$ cat src/rtl/ad7606_pkg.sv
// AD7606 acquisition controller: shared FSM type, channel limit and
// calibration helpers.
package ad7606_pkg;

    localparam int unsigned MAX_CH = 8;

    typedef enum logic [2:0] {
        ST_ARST,
        ST_IDLE,
        ST_TRIG,
        ST_CONV,
        ST_WAIT_BUSY,
        ST_READ
    } state_t;

    function automatic logic [31:0] unity_gain(input int unsigned frac);
        return 32'd1 << frac;
    endfunction

    // Clamp a wide signed value into the signed range of an ow-bit word.
    function automatic logic signed [63:0] saturate(input logic signed [63:0] v,
                                                    input int unsigned ow);
        logic signed [63:0] hi;
        logic signed [63:0] lo;
        hi = (64'sd1 <<< (ow - 1)) - 64'sd1;
        lo = -(64'sd1 <<< (ow - 1));
        if (v > hi) return hi;
        if (v < lo) return lo;
        return v;
    endfunction

endpackage

$ cat src/rtl/ad7606_cal_pipe.sv
// Two-stage calibration: offset subtract, then gain multiply with
// arithmetic shift and saturation; channel/last travel alongside.
module ad7606_cal_pipe
    import ad7606_pkg::*;
#(
    parameter int unsigned DW        = 16,
    parameter int unsigned OW        = 32,
    parameter int unsigned GAIN_FRAC = 16
) (
    input  logic          clk,
    input  logic          rst_n,
    input  logic          in_valid,
    input  logic [2:0]    in_ch,
    input  logic          in_last,
    input  logic [DW-1:0] raw,
    input  logic [DW-1:0] offset,
    input  logic [31:0]   gain,
    output logic          out_valid,
    output logic [2:0]    out_ch,
    output logic          out_last,
    output logic [OW-1:0] out_data
);

    logic signed [DW:0] s1;
    logic [31:0]        g1;
    logic [2:0]         ch1;
    logic               last1;
    logic               v1;
    logic signed [63:0] scaled;
    logic signed [63:0] sat;

    always_comb begin
        scaled = (64'(s1) * $signed({32'd0, g1})) >>> GAIN_FRAC;
        sat    = saturate(scaled, OW);
    end

    always_ff @(posedge clk) begin
        if (!rst_n) begin
            v1        <= 1'b0;
            s1        <= '0;
            g1        <= '0;
            ch1       <= '0;
            last1     <= 1'b0;
            out_valid <= 1'b0;
            out_ch    <= '0;
            out_last  <= 1'b0;
            out_data  <= '0;
        end else begin
            v1        <= in_valid;
            out_valid <= v1;
            if (in_valid) begin
                s1    <= $signed({raw[DW-1], raw}) - $signed({offset[DW-1], offset});
                g1    <= gain;
                ch1   <= in_ch;
                last1 <= in_last;
            end
            if (v1) begin
                out_data <= sat[OW-1:0];
                out_ch   <= ch1;
                out_last <= last1;
            end
        end
    end

endmodule

$ cat src/rtl/ad7606_acq_ctrl.sv
// AD7606 acquisition controller: conversion pacing, BUSY handshake, parallel
// channel read, per-channel calibration and a tagged FWFT output buffer.
module ad7606_acq_ctrl
    import ad7606_pkg::*;
#(
    parameter int unsigned N_CH      = 8,
    parameter int unsigned DW        = 16,
    parameter int unsigned OW        = 32,
    parameter int unsigned GAIN_FRAC = 16,
    parameter int unsigned DEPTH     = 64,
    parameter int unsigned RD_LOW    = 2,
    parameter int unsigned RD_HIGH   = 2,
    parameter int unsigned CONV_LOW  = 2,
    parameter int unsigned RST_CYC   = 4,
    parameter int unsigned BUSY_TMO  = 4096
) (
    input  logic                       clk,
    input  logic                       rst_n,
    input  logic                       enable,
    input  logic                       single_shot,
    input  logic                       start,
    input  logic [15:0]                conv_div,
    input  logic [2:0]                 os_sel,
    input  logic                       busy_i,
    input  logic [DW-1:0]              data_i,
    output logic                       ad_reset_o,
    output logic                       ad_conv_o,
    output logic                       ad_rd_o,
    output logic                       ad_cs_o,
    output logic [2:0]                 ad_os_o,
    input  logic                       cal_wr,
    input  logic [2:0]                 cal_ch,
    input  logic [DW-1:0]              cal_offset,
    input  logic [31:0]                cal_gain,
    output logic [OW-1:0]              m_data,
    output logic [2:0]                 m_ch,
    output logic                       m_last,
    output logic                       m_valid,
    input  logic                       m_ready,
    output logic [$clog2(DEPTH):0]     level,
    output logic                       overflow,
    output logic                       busy_err,
    input  logic                       clr_flags
);

    localparam int unsigned AW      = $clog2(DEPTH);
    localparam int unsigned LW      = AW + 1;
    localparam int unsigned PH_READ = RD_LOW + RD_HIGH;
    localparam int unsigned EW      = 1 + 3 + OW;

    state_t          state, state_nx;
    logic [15:0]     cnt;
    logic [15:0]     period_cnt;
    logic [15:0]     div;
    logic [2:0]      ch_idx;
    logic            busy_q1, busy_s, busy_seen;
    logic            period_hit, trig_fire, no_room;
    logic            trig_accept, trig_drop, tmo, capture;
    logic [LW-1:0]   level_q, pend;
    logic [AW-1:0]   wr_ptr, rd_ptr;
    logic            wr_en, rd_en;
    logic            pipe_valid, pipe_last;
    logic [2:0]      pipe_ch;
    logic [OW-1:0]   pipe_data;
    logic [EW-1:0]   mem [DEPTH];
    logic [DW-1:0]   cal_off [N_CH];
    logic [31:0]     cal_gn  [N_CH];

    assign div        = (conv_div == 16'd0) ? 16'd1 : conv_div;
    assign period_hit = period_cnt >= div - 16'd1;
    assign trig_fire  = single_shot ? start : period_hit;
    // Pending covers samples of accepted frames not yet written, so a frame
    // is only started when all of its samples are guaranteed a slot.
    assign no_room    = (32'(level_q) + 32'(pend) + N_CH) > DEPTH;

    always_comb begin
        state_nx    = state;
        trig_accept = 1'b0;
        trig_drop   = 1'b0;
        tmo         = 1'b0;
        capture     = 1'b0;
        case (state)
            ST_ARST: if (32'(cnt) == RST_CYC - 1) state_nx = ST_IDLE;
            ST_IDLE: if (enable) state_nx = ST_TRIG;
            ST_TRIG: begin
                if (!enable) state_nx = ST_IDLE;
                else if (trig_fire) begin
                    if (no_room) trig_drop = 1'b1;
                    else begin
                        trig_accept = 1'b1;
                        state_nx    = ST_CONV;
                    end
                end
            end
            ST_CONV: if (32'(cnt) == CONV_LOW - 1) state_nx = ST_WAIT_BUSY;
            ST_WAIT_BUSY: begin
                if (busy_seen && !busy_s) state_nx = ST_READ;
                else if (32'(cnt) == BUSY_TMO - 1) begin
                    tmo      = 1'b1;
                    state_nx = ST_TRIG;
                end
            end
            ST_READ: begin
                capture = 32'(cnt) == RD_LOW - 1;
                if (32'(cnt) == PH_READ - 1 && 32'(ch_idx) == N_CH - 1)
                    state_nx = enable ? ST_TRIG : ST_IDLE;
            end
            default: state_nx = ST_ARST;
        endcase
    end

    always_ff @(posedge clk) begin
        if (!rst_n) begin
            state      <= ST_ARST;
            cnt        <= '0;
            period_cnt <= '0;
            ch_idx     <= '0;
            busy_q1    <= 1'b0;
            busy_s     <= 1'b0;
            busy_seen  <= 1'b0;
            ad_os_o    <= '0;
            overflow   <= 1'b0;
            busy_err   <= 1'b0;
        end else begin
            state   <= state_nx;
            busy_q1 <= busy_i;
            busy_s  <= busy_q1;
            if (state_nx != state || (state == ST_READ && 32'(cnt) == PH_READ - 1))
                cnt <= '0;
            else
                cnt <= cnt + 16'd1;
            if (state == ST_ARST || state == ST_IDLE || period_hit)
                period_cnt <= '0;
            else
                period_cnt <= period_cnt + 16'd1;
            if (state != ST_READ)
                ch_idx <= '0;
            else if (32'(cnt) == PH_READ - 1)
                ch_idx <= ch_idx + 3'd1;
            busy_seen <= (state == ST_WAIT_BUSY) && (busy_seen || busy_s);
            if (state == ST_IDLE) ad_os_o <= os_sel;
            overflow <= trig_drop ? 1'b1 : (clr_flags ? 1'b0 : overflow);
            busy_err <= tmo       ? 1'b1 : (clr_flags ? 1'b0 : busy_err);
        end
    end

    assign ad_reset_o = state == ST_ARST;
    assign ad_conv_o  = state != ST_CONV;
    assign ad_cs_o    = state != ST_READ;
    assign ad_rd_o    = !(state == ST_READ && 32'(cnt) < RD_LOW);

    always_ff @(posedge clk) begin
        if (!rst_n) begin
            for (int unsigned i = 0; i < N_CH; i++) begin
                cal_off[i] <= '0;
                cal_gn[i]  <= unity_gain(GAIN_FRAC);
            end
        end else if (cal_wr && 32'(cal_ch) < N_CH) begin
            cal_off[cal_ch] <= cal_offset;
            cal_gn[cal_ch]  <= cal_gain;
        end
    end

    ad7606_cal_pipe #(
        .DW        (DW),
        .OW        (OW),
        .GAIN_FRAC (GAIN_FRAC)
    ) u_cal (
        .clk       (clk),
        .rst_n     (rst_n),
        .in_valid  (capture),
        .in_ch     (ch_idx),
        .in_last   (32'(ch_idx) == N_CH - 1),
        .raw       (data_i),
        .offset    (cal_off[ch_idx]),
        .gain      (cal_gn[ch_idx]),
        .out_valid (pipe_valid),
        .out_ch    (pipe_ch),
        .out_last  (pipe_last),
        .out_data  (pipe_data)
    );

    assign rd_en = m_valid && m_ready;
    assign wr_en = pipe_valid && (level_q != LW'(DEPTH) || rd_en);

    always_ff @(posedge clk) begin
        if (wr_en) mem[wr_ptr] <= {pipe_last, pipe_ch, pipe_data};
    end

    always_ff @(posedge clk) begin
        if (!rst_n) begin
            wr_ptr  <= '0;
            rd_ptr  <= '0;
            level_q <= '0;
            pend    <= '0;
        end else begin
            if (wr_en) wr_ptr <= wr_ptr + AW'(1);
            if (rd_en) rd_ptr <= rd_ptr + AW'(1);
            case ({wr_en, rd_en})
                2'b10:   level_q <= level_q + LW'(1);
                2'b01:   level_q <= level_q - LW'(1);
                default: level_q <= level_q;
            endcase
            pend <= pend + (trig_accept ? LW'(N_CH) : LW'(0))
                         - (wr_en       ? LW'(1)    : LW'(0))
                         - (tmo         ? LW'(N_CH) : LW'(0));
        end
    end

    assign {m_last, m_ch, m_data} = mem[rd_ptr];
    assign m_valid = level_q != '0;
    assign level   = level_q;

endmodule

$ cat config.mk
export PLATFORM = sky130hd
export DESIGN_NAME = ad7606_acq_ctrl
export DESIGN_NICKNAME = d
export VERILOG_FILES = /design/src/rtl/ad7606_pkg.sv /design/src/rtl/ad7606_cal_pipe.sv /design/src/rtl/ad7606_acq_ctrl.sv
export SDC_FILE = /design/constraint.sdc
export NUM_CORES = 2
export LEC_CHECK = 0
export CAP_MARGIN = 40
export CORE_UTILIZATION = 45
export CTS_CLUSTER_SIZE = 25
export DETAILED_ROUTE_END_ITERATION = 10
export GPL_TIMING_DRIVEN = 0
export PLACE_DENSITY = 0.71
export SLEW_MARGIN = 20
export SYNTH_ARGS = -nofsm -noshare
export SYNTH_HDL_FRONTEND = slang
export SYNTH_SLANG_ARGS = --single-unit
$ cat constraint.sdc
create_clock -name clk -period 11.6 [get_ports clk]
set_clock_uncertainty 0.2 [all_clocks]
set_input_delay 1.16 -clock clk [delete_from_list [all_inputs] [get_ports clk]]
set_output_delay 1.16 -clock clk [all_outputs]
set_load 0.1 [all_outputs]
# After elaboration in Yosys (flattened, before gate mapping)

Memories as Yosys holds them, arrays and structs flattened. A register that Yosys moved wholly into a read port is not among the register bits.
Cells that the tools add are included.
Widths: inputs -> output; s select.

Multipliers: 1
Bitwise operators: 1
Reduce and logical (&&, ||, !) cells: 26
Magnitude comparators: 5
Mux-type cells: 55
Add/sub/neg operators: 14
Equal/unequal tests: 15

Operators by type and width:

| cell                  | count |
|---|---|
| $mux 32               | 5 |
| $mul 17x33->50        | 1 |
| $mux 3                | 13 |
| $gt 34x32->1 const B  | 1 |
| $lt 34x32->1 const B  | 1 |
| $add 16x1->16 const B | 2 |
| $mux 16               | 2 |
| $reduce_or 32->1      | 1 |
| $mux 1                | 28 |
| $pmux 3 s6            | 1 |
| $sub 16x16->17        | 1 |
| $eq 16x1->1 const B   | 1 |
| $eq 16x12->1 const B  | 1 |
| $eq 16x2->1 const B   | 1 |
| $ge 16x16->1          | 1 |
| $logic_not 16->1      | 1 |
| $lt 16x2->1 const B   | 1 |
| $reduce_or 16->1      | 1 |
| $sub 16x1->16 const B | 1 |
| $pmux 7 s2            | 1 |
| $add 6x1->6 const B   | 2 |
| $mux 6                | 2 |
| $add 8x4->9 const B   | 1 |
| $eq 3x3->1 const B    | 3 |
| other kinds (26)      | 44 |

Register bits: 131
Bits in writable memories: 2,688
Output and inout bits: 53
Bits of input ports: 95
Memories kept: 3
Word-level logic and storage cells: 142

Memories:

| memory  | words | width | rd ports | clocked after Yosys merged registers in | wr ports | line                  | source |
|---|---|---|---|---|---|---|---|
| mem     | 64    | 36    | 1        | 1                                       | 1        | ad7606_acq_ctrl.sv:65 | `logic [EW-1:0] mem [DEPTH];` |
| cal_gn  | 8     | 32    | 1        | 1                                       | 8        | ad7606_acq_ctrl.sv:67 | `logic [31:0] cal_gn [N_CH];` |
| cal_off | 8     | 16    | 1        | 1                                       | 8        | ad7606_acq_ctrl.sv:66 | `logic [DW-1:0] cal_off [N_CH];` |

# Depth between registers and ports, before layout

Depth after elaboration: 12
Gate-level depth with buffers: 28
Depth with buffers taken out: 25

# By module

A second synthesis with hierarchy kept.

Cells, all modules: 7,366
Area, all modules: 131,093.2 µm²

By module, submodules not included:

| module          | times used | cells each | area each (µm²) |
|---|---|---|---|
| ad7606_acq_ctrl | 1          | 4,868      | 109,039.6 |
| ad7606_cal_pipe | 1          | 2,498      | 22,053.7 |

# Worst setup path before layout

No wires, ideal clock.

Kind: flip-flop to flip-flop
From: register u_cal.g1[29] (read register of cal_gn)
To: register u_cal.out_data[10]
Clock period less this slack: 6.679 ns
Buffers on the path: 5
Arrival time: 6.407 ns
Setup slack: 4.921 ns
Cell stages (with the launch flop): 29
Cells stage by stage: dfxtp_1 -> clkbuf_1 -> clkbuf_1 -> nand2_1 -> fa_1 -> inv_1 -> fa_1 -> inv_1 -> fa_1 -> inv_1 -> fa_1 -> fa_1 -> inv_1 -> fa_1 -> inv_1 -> ha_1 -> clkbuf_1 -> a21oi_1 -> o21bai_1 -> a21oi_1 -> o21a_1 -> o21ai_0 -> a211o_1 -> a211oi_4 -> o21ai_2 -> and2_4 -> buf_6 -> buf_12 -> a21oi_4

Word-level cells in the longest chain between the ends: 6

Ends and longest elaborated chain:

| element                | line                  | source |
|---|---|---|
| start: declaration     | ad7606_cal_pipe.sv:25 | `logic [31:0] g1;` |
| $mul 17x33->50 *       | ad7606_cal_pipe.sv:33 | `scaled = (64'(s1) * $signed({32'd0, g1})) >>> GAIN_FRAC;` |
| $lt 34x32->1           | ad7606_pkg.sv:28      | `if (v < lo) return lo;` |
| $mux 1 (2 in series)   | ad7606_pkg.sv:28      |  |
| $mux 32                | ad7606_pkg.sv:29      | `return v;` |
| $mux 32 *              | ad7606_pkg.sv:28      |  |
| end signal: assignment | ad7606_cal_pipe.sv:58 | `out_data <= sat[OW-1:0];` |
| end: declaration       | ad7606_cal_pipe.sv:21 | `output logic [OW-1:0] out_data` |

Mark *: on every way between the ends. The rest lies on a longest branch, timed or not. The select of a mux whose other input is x is not followed.
A chain may end at the register's enable or synchronous reset.

# Worst setup path after layout

From: register u_cal.s1[16]
To: register u_cal.out_data[5]

Word-level cells in the longest chain between the ends: 6

Ends and longest elaborated chain:

| element                  | line                  | source |
|---|---|---|
| start: declaration       | ad7606_cal_pipe.sv:24 | `logic signed [DW:0] s1;` |
| start signal: assignment | ad7606_cal_pipe.sv:52 | `s1 <= $signed({raw[DW-1], raw}) - $signed({offset[DW-1], offset});` |
| $mul 17x33->50 *         | ad7606_cal_pipe.sv:33 |  |
| $lt 34x32->1             | ad7606_pkg.sv:28      |  |
| $mux 1 (2 in series)     | ad7606_pkg.sv:28      |  |
| $mux 32                  | ad7606_pkg.sv:29      |  |
| $mux 32 *                | ad7606_pkg.sv:28      |  |

Marked as above.

==> impl_metrics.yaml <==
outcome:
  run_status: "completed"
route:
  dr.pass1.iters: 6
  via_per_inst: 5.84
  drt_iter0_drc: 8317
  routed_wire_length_mm: 354
  final_antenna_net_count: 0
  detail_route.wl_per_cell_um: 28.9
  via_count: 71600
  dr_drc_count: 0
clocking:
  postCtsSetupRepairBufs: 0
  tritoncts: "yes"
  tritoncts.num_buffers: 299
  cts.repair.resized: 0
  clkSlewWorstSetupHoldPaths_ns: 0.06
  ctsHoldBuffers: 0
  cts-htree-levels: 5
  cts.sink_count: 2860
  insertion_delay_ns: 0.89
  cts-root-buf: "clkbuf_16"
  cts_max_path_buffers: 4
placed_design:
  gp_congestion: 0.925
  place_ws_ns: 2.85
  port_buffer_count: 146
  dp.final_hpwl_mm: 247
run:
  max_cap_violations: 0
sta:
  final.min_clock_period_ns: 8.86
  fin_tns_setup_ns: 0
  tightestPinTransition_ns: 0.925
  fmax_mhz: 113
  rsz_0062_raised_after_global_routing: "no"
  setup_viol: 0
  timing.final.max_slew_violations: 0
  setup_ws_ns: 2.74
  finalHoldViolations: 0
  finalCritPeriodShare_pct: 76.4
  timing.max_slew.rel_slack_pct: 38.3
critical_path:
  crit_path_start_kind: "flop"
  critical_path_arrival_ns: 9.46
  worstPathRequired_ns: 12.20
  timing.critical_path.fanout_max: 11
  cp-end-kind: "flop"
  path_class: "flop to flop"
power:
  power.ir.vdd_worst_v: 0.000157
  power.leakage_uw: 0.0572
  powerDensity_nw_per_um2: 135
logic_synthesis:
  syn_area_per_cell_sq_um: 17.8
  synth-main-ff-cell: "edfxtp_1"
  synth_nets: 8108
  sequential_cell_area_fraction_in_the_yosys_report_pct: 64.4
  ys_seq_elements: 2860
  synth.lib_cells_used.distinct: 87
  ys_async_sr_fraction_pct: 0
  ys_warns: 0
  number_of_enable_type_register_cells_in_the_synthesized_netlist: 2688
  synth_cells: 7339
  synthesis.area_sq_um: 131000
grt:
  antenna_found_initial: 29
  overflow: 0
  grt_max_degree: 66
  groute.layer.met2.usage_pct: 41.3
  global_route.peak_usage_layer: "met2"
  grtUsageMet3_pct: 4.06
  wire_length_of_the_first_global_routing_pass_mm: 512
  vias_in_the_first_global_route: 74500
  groute.layer.met1.usage_pct: 30.0
  grt_use_total_pct: 24.1
floorplanning:
  io_pins: 148
  floorplan.die_area_sq_um: 293000
  area_of_the_core_sq_um: 289000
  fp.dieH_um: 541
  row_count: 197
  floorplan.die.width_um: 541
  initial_core_util_pct: 45.3
final_layout:
  nNetsFinal: 8903
  drive_gt1_share_pct: 21.7
  layout-area-overhead-vs-synth_pct: 17.4
  filler_cell_count: 21900
  ff_latch_area_sq_um: 84200
  multiInputGateArea_sq_um: 43600
min_path:
  hp-class: "flop to flop"
cell families (layout without fill, tap and decap cells):
logic type,count (synthesis),in the layout,synth area share [%]
adders and majority gates,674,674,9.04
other,0,9,0
DFF,2860,2860,64.4
and+or+nand+nor,1478,1478,5.96
muxes,920,920,15.1
AOI/OAI and AO/OA,360,360,2.05
xor gates and xnor gates,106,106,0.710
buffers and inverters,941,1970,2.76
per-layer routing:
metal  wire length, um  share of wire, %  vias up
met3             30100               8.5      883
met4             17100               4.8       20
met5               126             0.036        -
li1                  -                 -    29400
met1            129000                36    37400
met2            178000                50     3911
final timing paths:
kind,startpoint,end,slack [ns],cells after the start
max reg2reg,u_cal.s1[16]$_SDFFE_PN0P_,u_cal.out_data[5]$_SDFFE_PN0P_,2.74,22
min reg2reg,busy_q1$_SDFF_PN0_,busy_s$_SDFF_PN0_,0.24,1
max,u_cal.s1[16]$_SDFFE_PN0P_,u_cal.out_data[5]$_SDFFE_PN0P_,2.74,22
min,busy_q1$_SDFF_PN0_,busy_s$_SDFF_PN0_,0.24,1
synthesized netlist by cell type, drive strengths merged (94+ instances only):
cell type / count / area, sq um
clkbuf: 299 / 1120
dfxtp: 172 / 3440
nor2: 185 / 759
ha: 222 / 2780
o21ai: 95 / 479
and2: 658 / 4120
mux4: 843 / 19000
fa: 452 / 9050
buf: 94 / 430
edfxtp: 2688 / 80700
nand2: 423 / 1600
inv: 548 / 2060
cells in the final DEF (no fill, tap or decap), drive strengths merged, types with 8 or more instances in the layout:
cell type and n:
xor2 43, a31oi 19, mux2i 65, inv 568, clkbuf 678, nand2 423
a21o 47, a21oi 82, mux2 12, o21a 8, buf 441, nor2b 19
mux4 843, a21boi 17, o21bai 10, o211a 36, nor2 185, nand4 21
o21ai 95, nor3 23, clkinv 117, edfxtp 2688, fa 452, nand2b 27
nand3b 11, bufinv 13, and2 658, ha 222, xnor2 63, dfxtp 172
nor4 9, and3 24, diode 9, nand3 42, clkdlybuf4s50 146, or3 12
cell type report:
type / count / area share, %
diodes: 9 / 0.0147
plain buffers: 393 / 1.04
clock buffers: 378 / 5.18
clock inverters: 157 / 0.862
inverters: 548 / 1.34
multi-input cells: 3538 / 28.4
flip-flops and latches: 2860 / 54.9
well taps: 3880 / 3.16
repair buffers: 494 / 5.18
metrics by stage:
step / hold slack (ns) / instance area, sq um / utilization [%] / power (uW) / cells
3_5_place_dp: 0.227 / 144000 / 49.9 / 11800 / 11700
6_report: 0.236 / 154000 / 53.2 / 20800 / 12300
4_1_cts: 0.240 / 153000 / 53.1 / 20900 / 12200
5_1_grt: 0.263 / 154000 / 53.2 / 21300 / 12300
3_3_place_gp: 0.225 / 137000 / 47.5 / 11700 / 11400
2_1_floorplan: 0.212 / 131000 / - / 11600 / 7339
flip-flops by register name (all words and copies together), names as in the netlist, 3 cells and up, named ones only:
signal and count:
u_cal.s1 17, state 3, pend 7, u_cal.out_ch 3, cal_off 128, u_cal.ch1 3, level 7, rd_ptr 6
wr_ptr 6, period_cnt 16, u_cal.g1 32, ad_os_o 3, ch_idx 3, u_cal.out_data 32, mem 2304, cnt 16
cal_gn 256
power breakdown:
group	internal [uW]	switching, uW
Combinational	132	172
Sequential	11200	24.8
Clock	5180	4050
Total	16500	4240
critical path, stage by stage, from the launching register on:
cell	delay, ns
dfxtp_1	0.87
inv_1	0.48
clkbuf_1	0.47
nor2_1	0.29
fa_1	0.47
fa_1	0.48
fa_1	0.58
fa_1	0.43
fa_1	0.49
inv_1	0.05
fa_1	0.57
inv_1	0.07
ha_1	0.38
nand2_1	0.14
o21ai_0	0.57
a41oi_1	0.16
a31oi_1	0.32
a31o_1	0.34
a2111oi_2	0.12
a311oi_2	0.41
a21oi_1	0.30
or3_1	0.44
a21oi_1	0.16
Power figures use the tool's default switching activity.
